### config.mk
export PLATFORM = sky130hd
export DESIGN_NAME = fifo_uart_tx
export DESIGN_NICKNAME = d
export VERILOG_FILES = /design/src/rtl/fifo_uart_tx.sv
export SDC_FILE = /design/constraint.sdc
export NUM_CORES = 1
export LEC_CHECK = 0
export BUFFER_PORTS_ARGS = -buffer_cell sky130_fd_sc_hd__buf_2
export CORE_MARGIN = 2
export CORE_UTILIZATION = 56
export DETAILED_ROUTE_END_ITERATION = 8
export HOLD_SLACK_MARGIN = 0.05
export PLACE_DENSITY = 0.78
export SLEW_MARGIN = 25
export SYNTH_ARGS = -nofsm -noshare
export SYNTH_HDL_FRONTEND = slang
export SYNTH_SLANG_ARGS = --single-unit
### constraint.sdc
create_clock -name clk -period 2 [get_ports clk]
set_input_delay 0.2 -clock clk [delete_from_list [all_inputs] [get_ports clk]]
set_output_delay 0.2 -clock clk [all_outputs]
set_load 0.02 [all_outputs]
### src/rtl/fifo_uart_tx.sv
// fifo_uart_tx: drains a synchronous FIFO through its read port and serialises each byte
// as a UART frame (start, DATA_W data bits LSB first, optional parity, 1 or 2 stop bits).
module fifo_uart_tx #(
    parameter int DATA_W       = 8,
    parameter int CLKS_PER_BIT = 16,
    parameter int STOP_BITS    = 1,
    parameter int PARITY_EN    = 0,
    parameter int PARITY_ODD   = 0
) (
    input  logic              clk,
    input  logic              rst,
    input  logic              en,
    input  logic              empty,
    output logic              r_en,
    input  logic [DATA_W-1:0] r_data,
    output logic              tx,
    output logic              busy,
    output logic              byte_done
);

    localparam int CNT_W = $clog2(CLKS_PER_BIT);
    localparam int IDX_W = $clog2(DATA_W + 2);

    localparam logic [CNT_W-1:0] LAST_CNT   = CNT_W'(CLKS_PER_BIT - 1);
    localparam logic [IDX_W-1:0] LAST_DATA  = IDX_W'(DATA_W - 1);
    localparam logic [IDX_W-1:0] LAST_STOP  = IDX_W'(STOP_BITS - 1);
    localparam logic             ODD_PARITY = (PARITY_ODD != 0);

    typedef enum logic [2:0] {
        IDLE,
        FETCH,
        LOAD,
        START,
        DATA,
        PARITY,
        STOP
    } state_t;

    state_t             state;
    state_t             next_state;
    logic [CNT_W-1:0]   baud_cnt;
    logic [IDX_W-1:0]   bit_idx;
    logic [DATA_W-1:0]  shift_reg;
    logic               parity_bit;
    logic               bit_end;
    logic               frame_end;
    logic               tx_next;

    assign bit_end   = (baud_cnt == LAST_CNT);
    assign frame_end = (state == STOP) && bit_end && (bit_idx == LAST_STOP);

    assign r_en = (state == FETCH);
    assign busy = (state != IDLE);

    always_ff @(posedge clk or negedge rst) begin
        if (!rst) begin
            state <= IDLE;
        end else begin
            state <= next_state;
        end
    end

    always_comb begin
        next_state = state;
        tx_next    = 1'b1;
        case (state)
            IDLE: begin
                if (en && !empty) begin
                    next_state = FETCH;
                end
            end
            FETCH: begin
                next_state = LOAD;
            end
            LOAD: begin
                next_state = START;
            end
            START: begin
                tx_next = 1'b0;
                if (bit_end) begin
                    next_state = DATA;
                end
            end
            DATA: begin
                tx_next = shift_reg[0];
                if (bit_end && (bit_idx == LAST_DATA)) begin
                    next_state = (PARITY_EN != 0) ? PARITY : STOP;
                end
            end
            PARITY: begin
                tx_next = parity_bit;
                if (bit_end) begin
                    next_state = STOP;
                end
            end
            STOP: begin
                // Back-to-back frames go straight to FETCH, leaving two idle-high cycles.
                if (frame_end) begin
                    next_state = (en && !empty) ? FETCH : IDLE;
                end
            end
            default: begin
                next_state = IDLE;
            end
        endcase
    end

    // tx and byte_done are registered, so the line lags the state by one cycle.
    always_ff @(posedge clk or negedge rst) begin
        if (!rst) begin
            tx         <= 1'b1;
            byte_done  <= 1'b0;
            baud_cnt   <= '0;
            bit_idx    <= '0;
            shift_reg  <= '0;
            parity_bit <= 1'b0;
        end else begin
            tx        <= tx_next;
            byte_done <= frame_end;

            if (state == START || state == DATA || state == PARITY || state == STOP) begin
                baud_cnt <= bit_end ? '0 : baud_cnt + 1'b1;
            end else begin
                baud_cnt <= '0;
            end

            if (next_state != state) begin
                bit_idx <= '0;
            end else if (bit_end && (state == DATA || state == STOP)) begin
                bit_idx <= bit_idx + 1'b1;
            end

            if (state == LOAD) begin
                shift_reg  <= r_data;
                parity_bit <= (^r_data) ^ ODD_PARITY;
            end else if (state == DATA && bit_end) begin
                shift_reg <= shift_reg >> 1;
            end
        end
    end

endmodule

==> results.ini <==
[logic_synthesis]
ys_seq_area_frac=0.4392
yosys_warnings=0
synth_edf_count=0
ys_top_cells_by_area=dfrtp_1, xnor2_1, a21oi_1, mux2i_1, nor2_1
ys_seq_elements=22
yosysMostFrequentCell=dfrtp_1
synth_xor_area_frac=0.08367
syn-cell-area_mm2=0.001256
ys.flop_type=dfrtp_1
synth_top_area_frac=0.4183
muxShareOfSynthArea=0.06375
synth-compound-area-share=0.1554
yosys.area_share.simple=0.1703
syn_avg_cell_area_um2=9.814
synthAdderAreaFrac=0.02988
async_reset_ff_frac=1.000
synth_cell_types=36
synth.top_cells.by_count=dfrtp_1, a21oi_1, nor2_1, xnor2_1, mux2i_1
syn_inst=128
synth_nets=143
synth_top_family_by_area=simple AND/OR/NAND/NOR gates
yosys.area.top_type=dfrtp_1

[finish]
fin_area_mm2=0.001389
seq_area_um2=551.8
fin_nets=160
drive_above_1_share=0.2083
multi_input_area_um2=631.9
fillers=204
largest_register_ffs=8
antennaDiodeCount=0
synthToLayoutAreaGrowth_pct=10.56

[floorplan]
die_w_um=51.36
num_io_pins=16
start_util=0.5790
coreArea_mm2=0.002170
rows=17
die_area_mm2=0.002638
fp.dieH_um=51.36

[critical_path]
end_kind=flop
worst_path_max_delay_cell=nor3_4
crit_path_start=baud_cnt[0]
critical_path_required_ns=2.18
r2r_start=baud_cnt[0]
cp_max_fo=8
worstPathArrival_ns=1.94
worstSetupPathType=flop to flop
critical_path.max_stage_delay_ns=0.45
r2r_end=shift_reg[6]
rr_worst_depth=5
startpoint_type=flop
r2r_slack_ns=0.24
crit_chain=ha_1 > nand3_4 > nor3_4 > mux2i_1 > a21oi_1

[routing]
antenna_left=0
vias=951
finalWirelength_um=2147
route.detailed.drc=0
vias_per_cell=5.529
first_iter_violations=9
wl_per_cell_um=12.48
first_pass_iters=4

[timing]
finalClockSkew_ns=0.003039
finalHoldWorstSlack_ns=0.1577
fin_crit_sh=0.8792
hold_viol=0
relSlewSlack=0.6424
setup_tns_ns=0
max_freq_mhz=568.7
slew_violations=0
rsz0062_at_grt=no
max_slew.worst_pin.slew_ns=0.5364
finalSetupViolations=0
fin_crit_ns=1.758

[clock_tree]
root_buffer=clkbuf_4
cts-buffers-inserted=3
cts.path.max_buffers=2
cts_tree=done
path_clk_slew_ns=0.12
cts_num_sinks=22
htree_levels=1
clkLatencyLatePin_ns=0.31

[placed_design]
placed_area_mm2=0.001343
place.gp.congestion=0.8864
port_buffers=15
place_hpwl_um=1565

[power]
p_per_area_mw_per_mm2=563.4
p_leak_nw=0.6566
ir_worst_vdd_mv=0.4694

[grt]
grt_pass1_vias=882
grt_first_pass_wirelength_um=3808
grt_usage=0.1959
overflow=0
antenna_found_initial=0
grt_max_degree=23

[min_path]
min_from=r_data[7]
hold_end=shift_reg[7]
hold_path_depth=3
min-delay-path-class=input port to flop

[status]
run_status=complete, no violations

[run]
drv_cap=0

## critical path: cells and delay by family, from the launching register on
kind | cells | cell delay (ns)
simple gates | 2 | 0.60
flops | 1 | 0.41
fa+ha+maj | 1 | 0.28
mux | 1 | 0.25
compound gates | 1 | 0.09
## worst max-delay path by stage
stage	slack [ns]	cells past startpoint	to
floorplan	0.33	6	bit_idx[0]
global route	0.07	5	shift_reg[1]
global placement	0.31	5	shift_reg[3]
CTS	0.22	5	shift_reg[6]
detailed placement	0.25	5	shift_reg[6]
finish	0.24	5	shift_reg[6]
## kinds of logic after synthesis
family                   after synthesis
buffers and inverters                 14
AO/OA/AOI/OAI                         32
AND/OR/NAND/NOR                       37
XOR/XNOR                              12
flip-flops                            22
multiplexers                           8
adder cells (fa/ha/maj)                3
## layer usage
metal,share of wire,up-vias,global-route usage
li1,-,479,-
met1,0.46,443,0.2481
met2,0.47,23,0.2991
met3,0.040,6,0.03509
met4,0.030,0,0.1404
met5,0,-,0
## cell usage in the layout, fill, tap and decap left out, types with 2 or more instances in the layout
cell type / Yosys / layout
a21oi_1: 16 / 16
xor2_1: 2 / 2
nor2_1: 13 / 13
nand3_1: 2 / 2
nor2b_1: 3 / 3
nand4b_1: 2 / 2
o21ai_0: 3 / 3
buf_2: 1 / 15
a211oi_1: 4 / 4
nand2_1: 5 / 5
buf_4: 1 / 3
or3_1: 2 / 2
dfrtp_1: 21 / 21
inv_1: 6 / 6
and3_2: 2 / 2
nor3_1: 3 / 3
ha_1: 3 / 3
clkbuf_4: 0 / 3
mux2i_1: 8 / 8
o22ai_1: 2 / 2
xnor2_1: 10 / 10
## timing repair
| item | CTS | global route |
|---|---|---|
| resized for setup | 0 | 0 |
| hold buffers | 1 | 0 |
| setup buffers | 0 | 0 |
| endpoints found under the hold margin | 21 | 0 |
## power breakdown
part           leakage, nW  total (mW)  switching, mW  internal [mW]
clock network       0.0210       0.245          0.133          0.111
registers            0.257       0.470        0.00808          0.462
logic                0.378      0.0679         0.0332         0.0347
total                0.657       0.782          0.175          0.608
## cell type report
type                       count  share of cell area
multi-input combinational     92              0.4550
sequential                    22              0.3973
timing repair buffer          19             0.07748
clock buffer                   4             0.02613
tap                           28             0.02523
inverter                       7             0.01892
## stage by stage
stage	instances	util	total power [mW]	worst slack, ns
after global routing	172	0.6401	0.8183	0.07330
after detailed placement	167	0.6188	0.5469	0.2482
after floorplan	128	-	0.5171	0.3276
final	172	0.6401	0.7824	0.2416
after CTS	172	0.6401	0.7941	0.2184
after global placement	167	0.6188	0.5438	0.3137
Note: power is estimated with default switching activity, not from simulation.
